### src/rtl/uart_pkg.sv
// Shared types for the UART transmit path.
// Frame states, parity modes and stop-bit selections.
package uart_pkg;

    localparam int MIN_WLEN = 5;

    typedef enum logic [2:0] {
        IDLE,
        START,
        DATA,
        PARITY,
        STOP
    } tx_state_t;

    typedef enum logic [2:0] {
        PAR_NONE  = 3'd0,
        PAR_ODD   = 3'd1,
        PAR_EVEN  = 3'd2,
        PAR_MARK  = 3'd3,
        PAR_SPACE = 3'd4
    } par_mode_t;

    typedef enum logic [1:0] {
        STOP_ONE      = 2'b00,
        STOP_ONE_HALF = 2'b01,
        STOP_TWO      = 2'b10
    } stop_sel_t;

endpackage

### src/rtl/uart_tx_fifo.sv
// Synchronous TX holding FIFO with flush.
// A flush wins over a push issued in the same cycle.
module uart_tx_fifo #(
    parameter int DEPTH = 16,
    parameter int WIDTH = 8,
    localparam int AW = $clog2(DEPTH),
    localparam int CW = $clog2(DEPTH + 1)
) (
    input  logic             clk,
    input  logic             rst,
    input  logic             push,
    input  logic             pop,
    input  logic             clr,
    input  logic [WIDTH-1:0] wdata,
    output logic [WIDTH-1:0] rdata,
    output logic             full,
    output logic             empty,
    output logic [CW-1:0]    level
);

    logic [WIDTH-1:0] mem [DEPTH];
    logic [AW-1:0]    wptr;
    logic [AW-1:0]    rptr;
    logic             do_push;
    logic             do_pop;

    assign full    = (level == CW'(DEPTH));
    assign empty   = (level == '0);
    assign do_push = push && !full;
    assign do_pop  = pop && !empty;
    assign rdata   = mem[rptr];

    always_ff @(posedge clk) begin
        if (rst || clr) begin
            wptr  <= '0;
            rptr  <= '0;
            level <= '0;
        end else begin
            if (do_push) begin
                wptr <= wptr + AW'(1);
            end
            if (do_pop) begin
                rptr <= rptr + AW'(1);
            end
            case ({do_push, do_pop})
                2'b10:   level <= level + CW'(1);
                2'b01:   level <= level - CW'(1);
                default: level <= level;
            endcase
        end
    end

    always_ff @(posedge clk) begin
        if (do_push && !clr && !rst) begin
            mem[wptr] <= wdata;
        end
    end

endmodule

### src/rtl/uart_tx_gen.sv
// UART transmitter: frame engine, parity, output register and TX FIFO.
// Frame settings are captured when a word is loaded and held to its end.
module uart_tx_gen
    import uart_pkg::*;
#(
    parameter int MAX_DATA_W = 8,
    parameter int OVS        = 16,
    parameter int FIFO_DEPTH = 16,
    localparam int CNT_W     = $clog2(FIFO_DEPTH + 1)
) (
    input  logic                  clk,
    input  logic                  rst,
    input  logic                  baud_pulse,
    input  logic                  wr_valid,
    input  logic [MAX_DATA_W-1:0] wr_data,
    output logic                  wr_ready,
    input  logic                  fifo_clr,
    input  logic [2:0]            wlen,
    input  logic [2:0]            par_mode,
    input  logic [1:0]            stop_sel,
    input  logic                  msb_first,
    input  logic                  set_break,
    output logic                  tx,
    output logic                  tx_busy,
    output logic                  sreg_empty,
    output logic [CNT_W-1:0]      fifo_level
);

    localparam int TW = $clog2(2 * OVS);
    localparam int BW = $clog2(MAX_DATA_W + 1);
    localparam logic [TW-1:0] T_BIT      = TW'(OVS - 1);
    localparam logic [TW-1:0] T_ONE_HALF = TW'(3 * OVS / 2 - 1);
    localparam logic [TW-1:0] T_TWO      = TW'(2 * OVS - 1);
    localparam logic [2:0]    WLEN_MAX   = 3'(MAX_DATA_W - MIN_WLEN);

    tx_state_t             state, state_nxt;
    logic [TW-1:0]         tick, tick_nxt;
    logic [BW-1:0]         left, left_nxt;
    logic [MAX_DATA_W-1:0] sr, sr_nxt;
    logic                  par_en, par_en_nxt;
    logic                  par_bit, par_bit_nxt;
    logic [TW-1:0]         stop_len, stop_len_nxt;
    logic                  tx_data, tx_data_nxt;

    logic                  load;
    logic                  empty;
    logic                  full;
    logic [MAX_DATA_W-1:0] head;

    logic [BW-1:0]         in_nbits;
    logic [MAX_DATA_W-1:0] in_word;
    logic [MAX_DATA_W-1:0] in_rev;
    logic [MAX_DATA_W-1:0] in_load;
    logic                  in_par_en;
    logic                  in_par_bit;
    logic [TW-1:0]         in_stop_len;

    uart_tx_fifo #(
        .DEPTH (FIFO_DEPTH),
        .WIDTH (MAX_DATA_W)
    ) u_fifo (
        .clk   (clk),
        .rst   (rst),
        .push  (wr_valid),
        .pop   (load),
        .clr   (fifo_clr),
        .wdata (wr_data),
        .rdata (head),
        .full  (full),
        .empty (empty),
        .level (fifo_level)
    );

    assign wr_ready   = !full;
    assign tx_busy    = (state != IDLE);
    assign sreg_empty = (state == IDLE) && empty;

    // MSB-first words are reversed at load so the shifter always emits sr[0].
    always_comb begin
        if (wlen > WLEN_MAX) begin
            in_nbits = BW'(MAX_DATA_W);
        end else begin
            in_nbits = BW'(MIN_WLEN) + BW'(wlen);
        end
        in_word = head & ~({MAX_DATA_W{1'b1}} << in_nbits);
        in_rev  = '0;
        for (int i = 0; i < MAX_DATA_W; i++) begin
            in_rev[i] = in_word[MAX_DATA_W-1-i];
        end
        if (msb_first) begin
            in_load = in_rev >> (BW'(MAX_DATA_W) - in_nbits);
        end else begin
            in_load = in_word;
        end

        in_par_en  = 1'b1;
        in_par_bit = 1'b0;
        unique case (par_mode_t'(par_mode))
            PAR_ODD:   in_par_bit = ~^in_word;
            PAR_EVEN:  in_par_bit = ^in_word;
            PAR_MARK:  in_par_bit = 1'b1;
            PAR_SPACE: in_par_bit = 1'b0;
            default:   in_par_en  = 1'b0;
        endcase

        unique case (stop_sel_t'(stop_sel))
            STOP_ONE:      in_stop_len = T_BIT;
            STOP_ONE_HALF: in_stop_len = T_ONE_HALF;
            default:       in_stop_len = T_TWO;
        endcase
    end

    always_comb begin
        state_nxt    = state;
        tick_nxt     = tick;
        left_nxt     = left;
        sr_nxt       = sr;
        par_en_nxt   = par_en;
        par_bit_nxt  = par_bit;
        stop_len_nxt = stop_len;
        tx_data_nxt  = tx_data;
        load         = 1'b0;

        if (baud_pulse) begin
            unique case (state)
                IDLE: begin
                    load = !empty;
                end
                START: begin
                    if (tick == '0) begin
                        state_nxt   = DATA;
                        tick_nxt    = T_BIT;
                        tx_data_nxt = sr[0];
                    end else begin
                        tick_nxt = tick - TW'(1);
                    end
                end
                DATA: begin
                    if (tick == '0) begin
                        tick_nxt = T_BIT;
                        if (left != '0) begin
                            sr_nxt      = sr >> 1;
                            left_nxt    = left - BW'(1);
                            tx_data_nxt = sr[1];
                        end else if (par_en) begin
                            state_nxt   = PARITY;
                            tx_data_nxt = par_bit;
                        end else begin
                            state_nxt   = STOP;
                            tick_nxt    = stop_len;
                            tx_data_nxt = 1'b1;
                        end
                    end else begin
                        tick_nxt = tick - TW'(1);
                    end
                end
                PARITY: begin
                    if (tick == '0) begin
                        state_nxt   = STOP;
                        tick_nxt    = stop_len;
                        tx_data_nxt = 1'b1;
                    end else begin
                        tick_nxt = tick - TW'(1);
                    end
                end
                STOP: begin
                    if (tick != '0) begin
                        tick_nxt = tick - TW'(1);
                    end else if (!empty) begin
                        load = 1'b1;
                    end else begin
                        state_nxt = IDLE;
                        tick_nxt  = T_BIT;
                    end
                end
                default: begin
                    state_nxt = IDLE;
                end
            endcase
        end

        if (load) begin
            state_nxt    = START;
            tick_nxt     = T_BIT;
            left_nxt     = in_nbits - BW'(1);
            sr_nxt       = in_load;
            par_en_nxt   = in_par_en;
            par_bit_nxt  = in_par_bit;
            stop_len_nxt = in_stop_len;
            tx_data_nxt  = 1'b0;
        end
    end

    always_ff @(posedge clk) begin
        if (rst) begin
            state    <= IDLE;
            tick     <= T_BIT;
            left     <= '0;
            sr       <= '0;
            par_en   <= 1'b0;
            par_bit  <= 1'b0;
            stop_len <= T_BIT;
            tx_data  <= 1'b1;
            tx       <= 1'b1;
        end else begin
            state    <= state_nxt;
            tick     <= tick_nxt;
            left     <= left_nxt;
            sr       <= sr_nxt;
            par_en   <= par_en_nxt;
            par_bit  <= par_bit_nxt;
            stop_len <= stop_len_nxt;
            tx_data  <= tx_data_nxt;
            tx       <= tx_data & ~set_break;
        end
    end

endmodule
### config.mk
export PLATFORM = sky130hd
export DESIGN_NAME = uart_tx_gen
export DESIGN_NICKNAME = d
export VERILOG_FILES = /design/src/rtl/uart_pkg.sv /design/src/rtl/uart_tx_fifo.sv /design/src/rtl/uart_tx_gen.sv
export SDC_FILE = /design/constraint.sdc
export NUM_CORES = 1
export LEC_CHECK = 0
export ABC_AREA = 0
export BUFFER_PORTS_ARGS = -buffer_cell sky130_fd_sc_hd__buf_2
export CAP_MARGIN = 20
export CORE_UTILIZATION = 30
export CTS_CLUSTER_SIZE = 30
export DETAILED_ROUTE_END_ITERATION = 8
export PLACE_DENSITY = 0.47
export REMOVE_ABC_BUFFERS = 1
export SETUP_SLACK_MARGIN = 0.1
export SLEW_MARGIN = 20
export SYNTH_ARGS = -nofsm -noshare
export SYNTH_HDL_FRONTEND = slang
export SYNTH_HIERARCHICAL = 1
export SYNTH_SLANG_ARGS = --single-unit
### constraint.sdc
create_clock -name clk -period 4.23 [get_ports clk]
set_input_delay 0.846 -clock clk [delete_from_list [all_inputs] [get_ports clk]]
set_output_delay 0.846 -clock clk [all_outputs]
set_load 0.005 [all_outputs]
After elaboration in Yosys (flattened, before gate mapping)
Memories as Yosys holds them, arrays and structs flattened. A register that Yosys moved wholly into a read port is not among the register bits.
Cells that the tools add are included.

word-level totals
  memories = 1
  flip-flop bits (word level) = 42
  RAM bits = 128

operators by class
  eq/ne operators = 26
  reductions and logical operators = 33
  bitwise gates (word level) = 5
  magnitude comparators = 1
  shifts and indexed selects = 2
  add/subtract/negate cells = 9
  multiplexer cells = 50

memories
  name        words  width  read ports  clocked after memory_dff  write ports  RTL line            RTL
  u_fifo.mem  16     8      1           1                         1            uart_tx_fifo.sv:21  logic [WIDTH-1:0] mem [DEPTH];

operators by type and width
  operator                                              number
  2-to-1 mux 8 bit                                      6
  2-to-1 mux 5 bit                                      7
  2-to-1 mux 4 bit                                      8
  2-to-1 mux 3 bit                                      7
  case mux 5 bit (2 select lines)                       2
  case mux 5 bit (4 select lines)                       1
  != test 3 x 2 -> 1 bit (second input constant)        6
  AND reduction 8 bit                                   2
  2-to-1 mux 1 bit                                      15
  case mux 3 bit (5 select lines)                       1
  equality test 3 x 2 -> 1 bit (second input constant)  4
  != test 2 bit (second input constant)                 6
  nonzero test 4 bit                                    3
  logical NOT 5 bit                                     2
  nonzero test 2 bit                                    5
  subtractor 5 x 1 -> 5 bit (second input constant)     2
  adder 4 x 1 -> 4 bit (second input constant)          2
  AND 8 bit                                             1
  inverter 8 bit                                        1
  XNOR reduction 8 bit                                  1
  XOR reduction 8 bit                                   1
  left shift 8 x 4 -> 8 bit (first input constant)      1
  right shift 8 x 4 -> 8 bit                            1
  subtractor 4 x 1 -> 4 bit (second input constant)     2
  27 further kinds                                      39

Depth between registers and ports, before layout
  depth in word-level cells = 8
  mapped depth = 16
  depth with buffers taken out = 15

Cells and area by module
The synthesis kept the hierarchy.

modules (own cells, without submodules)
  module        cells each  times used  sequential area each (um^2)  area each (um^2)
  uart_tx_fifo  317         1           4184.0                       5769.3
  uart_tx_gen   274         1           520.5                        2043.2

Worst setup path after synthesis
No wires, ideal clock.

  kind = reg-to-reg
  start = reg tick[0]
  end = reg u_fifo.level[4]
  required time = 4.158 ns
  arrival time = 3.214 ns
  path slack = 0.945 ns
  clock period less this slack = 3.285 ns
  stages on the path, launching flop included = 17
  setup time = 0.072 ns
  path through = dfxtp_1 inv_1 ha_1 or4b_4 nand2_1 nand4b_2 inv_2 buf_4 o21ai_2 inv_1 ha_1 inv_1 fa_1 nand2b_1 a21oi_1 mux2i_1 mux2i_1

between the ends
  cells in the longest elaborated chain, start to end = 7
  elaborated cells between the ends (all ways) = 9
  classes of those cells = eq/ne: 2; mux: 4; reduce/logical: 3

RTL lines
  item                                                                   RTL line            RTL
  from (decl)                                                            uart_tx_gen.sv:37   logic [TW-1:0] tick, tick_nxt;
  from (signal assigned)                                                 uart_tx_gen.sv:207  tick <= tick_nxt;
  nonzero test 5 bit (*)                                                 uart_tx_gen.sv:167  if (tick != '0) begin
  2-to-1 mux 1 bit (*)                                                   uart_tx_gen.sv:167
  case mux 1 bit (2 select lines) (*)                                    uart_tx_gen.sv:125  unique case (state)
  2-to-1 mux 1 bit (*)                                                   uart_tx_gen.sv:124  if (baud_pulse) begin
  via load                                                               uart_tx_gen.sv:45   logic load;
  logical AND 1 bit (*)                                                  uart_tx_fifo.sv:30  assign do_pop = pop && !empty;
  via u_fifo.do_pop                                                      uart_tx_fifo.sv:25  logic do_pop;
  equality test 2 x 1 -> 1 bit or equality test 2 bit (tied branches)    uart_tx_fifo.sv:45  case ({do_push, do_pop})
  case mux 5 bit (2 select lines) or nonzero test 2 bit (tied branches)  n/a
  to (signal assigned)                                                   uart_tx_fifo.sv:46  2'b10: level <= level + CW'(1);
  to (signal assigned)                                                   uart_tx_fifo.sv:47  2'b01: level <= level - CW'(1);
  to (signal assigned)                                                   uart_tx_fifo.sv:48  default: level <= level;
  to (decl)                                                              uart_tx_fifo.sv:18  output logic [CW-1:0] level

Mark *: on every way through the listed nets, which the timed path passes. The rest lies on a longest branch.
A chain may end at the register's enable or synchronous reset.

Final worst setup path
  start = reg tick[0]
  end = reg u_fifo.level[4]

between the ends
  cells in the longest elaborated chain, start to end = 7
  elaborated cells between the ends (all ways) = 9
  classes of those cells = eq/ne: 2; mux: 4; reduce/logical: 3

RTL lines
  item                                                                   RTL line
  nonzero test 5 bit (*)                                                 uart_tx_gen.sv:167
  2-to-1 mux 1 bit (*)                                                   uart_tx_gen.sv:167
  case mux 1 bit (2 select lines) (*)                                    uart_tx_gen.sv:125
  2-to-1 mux 1 bit (*)                                                   uart_tx_gen.sv:124
  logical AND 1 bit (*)                                                  uart_tx_fifo.sv:30
  via u_fifo.do_pop                                                      uart_tx_fifo.sv:25
  equality test 2 x 1 -> 1 bit or equality test 2 bit (tied branches)    uart_tx_fifo.sv:45
  case mux 5 bit (2 select lines) or nonzero test 2 bit (tied branches)  n/a

Marked as above.

==> reports/metrics.cfg <==
[floorplanning]
die_x_um=163
die_height_um=163
coreArea_um2=25300
fp.dieArea_um2=26700
initial_utilization_pct=30.8
ios=32
rows=58

[cells_and_area]
register_area_um2=4710
n_antenna_cell=0
syn_to_final_growth_pct=15.0
fin_nets=666
fill_cells=2434
fin_area_um2=8980
most-common-layout-cells=128 x edfxtp_1, 59 x nor2_1, 44 x nand2_1
multiInputGateArea_um2=2850
drive_gt1_share_pct=19.5
final_common_cell=edfxtp_1

[clocking]
cts_buffer_depth=2
cts_resized=0
insertion_delay_ns=0.43
root_buffer=clkbuf_16
cts_sinks=171
tritoncts=yes
h-tree-depth=4
path_clk_slew_ns=0.08
cts_hold_buf=0
cts_buffers=17
post-cts-setup-buffer-count=0

[pwr]
power_density_nw_per_um2=408
power_frac_comb_pct=5.8
sequentialPowerShare_pct=49.7
peakVddDrop_v=0.000266
switching_share_pct=23.8
power_frac_clock_pct=44.5
p_switching_mw=0.874
p_leak_nw=3.08
p_int_mw=2.79

[synthesis]
async_flop_share_pct=0
seq_area_frac_synth_pct=60.2
synth_xor_area_share_pct=1.79
synth.top_cell.area_share_pct=49.2
yosys-mux-area-fraction_pct=11.7
yosys_register_bits=171
synthAdderAreaFrac_pct=2.98
synth_top_family_by_area=multiplexers
synth_area_leaders=edfxtp_1 49%, dfxtp_1 11%, mux4_2 9.2%, nor2_1 2.8%, ha_1 2.7%
yosysWarnings=6
syn_area_um2=7810
yosysTopAreaCell=edfxtp_1
syn_area_per_cell_um2=13.2
yosys.area_share.simple_pct=10.1
synth_cell_types=62
synth_edf_count=128
netlist_instances=591
synth_compound_gate_area_share_pct=9.88
synth_top_flop_cell=edfxtp_1

[sta]
finalClockSkew_ns=0.0144
fin_crit_sh_pct=83.5
worst_slew_margin_rel_pct=47.7
tightest_slew_ns=0.777
clock.fmax_ghz=0.283
setup_viol=0
hold_violations=0
period_minus_slack_ns=3.53
rsz0062_at_grt=no
setup-tns-final_ns=0
slew_violations=0

[setup_path]
crit_slowest_cell=or4b_4
cp_max_fo=17
crit_buf_inv=4
reg2reg_slack_ns=0.70
path_delay_family=simple AND/OR/NAND/NOR gates
cp-end-kind=flip-flop
required_ns=4.59
ff2ff_path_depth=15
worstPathCellList=inv_1 -> ha_1 -> or4b_4 -> nand2_1 -> nand4b_2 -> inv_2 -> o21ai_2 -> inv_1 -> ha_1 -> inv_1 -> fa_1 -> nand2b_1 -> a21oi_1 -> mux2i_1 -> mux2i_1
cp-start-kind=flip-flop
cp.arrival_ns=3.89
cp_num_cells=15
path_common_cell=inv_1
worst_r2r_endpoint=u_fifo/level[4]
cp-endpoint=u_fifo/level[4]
path_class=flip-flop to flip-flop
reg2reg_from=tick[0]
critPathMaxStageDelay_ns=0.52
cp-startpoint=tick[0]

[global_routing]
grt_start_max_net_pins=26
grt_first_pass_wirelength_um=26900
grt_remaining_overflow=0
grt_pass1_vias=4911
antenna_found_initial=0
grt_util_all_layers_pct=13.7

[placed_design]
dp_hpwl_um=11700
placement.cell_area_um2=8360
portBuffers=31
place_congestion=0.858

[drt]
drc=0
drt-initial-drc-count=312
wl_um=17300
ant_nets=0
route.vias.total=4843
detail_route.wl_per_cell_um=17.9
vias_per_cell=5.01
first_pass_iters=5

[outcome]
status=finished, final reports clean

[hold_path]
hold_class=flip-flop to flip-flop

[run]
max_cap_viol_count=0

cells in the mapped netlist (all sizes together) (2+ instances only):
master and number:
nor2b 3, dfxtp 43, a211oi 10, inv 31
o22ai 5, mux2 3, and2 15, xor2 9
a31oi 8, nand4b 3, nor3 6, mux2i 16
o211ai 9, buf 11, o32ai 3, ha 17
nand2 44, mux4 32, a21oi 24, edfxtp 128
nor2 60, o211a 2, o21a 3, nand2b 2
o31ai 3, nor3b 2, xnor2 7, or4 4
or2 2, nor4 2, nor4b 3, o21ai 18
a22oi 16, clkbuf 17, nand3 12, a21o 4
final cells by class:
type,instances,share of cell area (%)
Clock buffer,17,4.74
Inverter,32,1.35
Timing Repair Buffer,43,3.01
Multi-Input combinational cell,360,31.7
Clock inverter,14,2.20
Sequential cell,171,52.4
Tap cell,330,4.60
power groups by stage:
stage / clock [mW] / combinational [mW] / sequential [mW]
floorplan: 0 / 0.135 / 1.86
global route: 1.73 / 0.239 / 1.82
global placement: 0 / 0.208 / 1.86
finish: 1.63 / 0.214 / 1.82
CTS: 1.67 / 0.215 / 1.82
detailed placement: 0 / 0.214 / 1.86
kinds of logic (layout without fill, tap and decap cells):
| group | count (synthesis) | in the layout |
|---|---|---|
| AOI/OAI and AO/OA | 112 | 112 |
| DFF | 171 | 171 |
| muxes | 51 | 51 |
| adders and majority gates | 18 | 18 |
| xor gates and xnor gates | 16 | 16 |
| buffers and inverters | 60 | 106 |
| and+or+nand+nor | 163 | 163 |
how the worst min path moves through the flow:
stage,start,end,cells past startpoint,slack (ns)
after global routing,par_bit,par_bit,2,0.51
final,tx_data,tx,1,0.47
after CTS,tx_data,tx,1,0.47
after global placement,tx_data,tx,1,0.44
after detailed placement,tx_data,tx,1,0.45
after floorplan,tx_data,tx,1,0.43
metrics by stage:
| step | power [mW] | hold WS [ns] | utilization, % | setup slack [ns] | instances |
|---|---|---|---|---|---|
| 2_1_floorplan | 1.99 | 0.426 | - | 0.602 | 563 |
| 3_3_place_gp | 2.07 | 0.440 | 33.0 | 0.828 | 936 |
| 3_5_place_dp | 2.07 | 0.453 | 33.0 | 0.700 | 936 |
| 4_1_cts | 3.71 | 0.471 | 35.5 | 0.693 | 967 |
| 5_1_grt | 3.79 | 0.514 | 35.5 | 0.431 | 967 |
| 6_report | 3.67 | 0.465 | 35.5 | 0.699 | 967 |
layer usage:
metal | part of all wire [%] | vias up | wire [µm] | track usage, %
li1 | - | 2299 | - | -
met1 | 46 | 2448 | 8050 | 17.6
met2 | 49 | 88 | 8510 | 23.1
met3 | 3.6 | 8 | 628 | 3.05
met4 | 0.87 | 0 | 151 | 3.70
met5 | 0 | - | 0 | 0
state kept, by name, summed over array words and instances, names as in the netlist, named ones only:
register	cells
u_fifo/rptr	4
sr	8
tx_data	1
stop_len	2
u_fifo/wptr	4
u_fifo/level	5
state	3
par_bit	1
tx	1
u_fifo/mem	128
left	4
par_en	1
tick	5
Power figures use the tool's default switching activity.
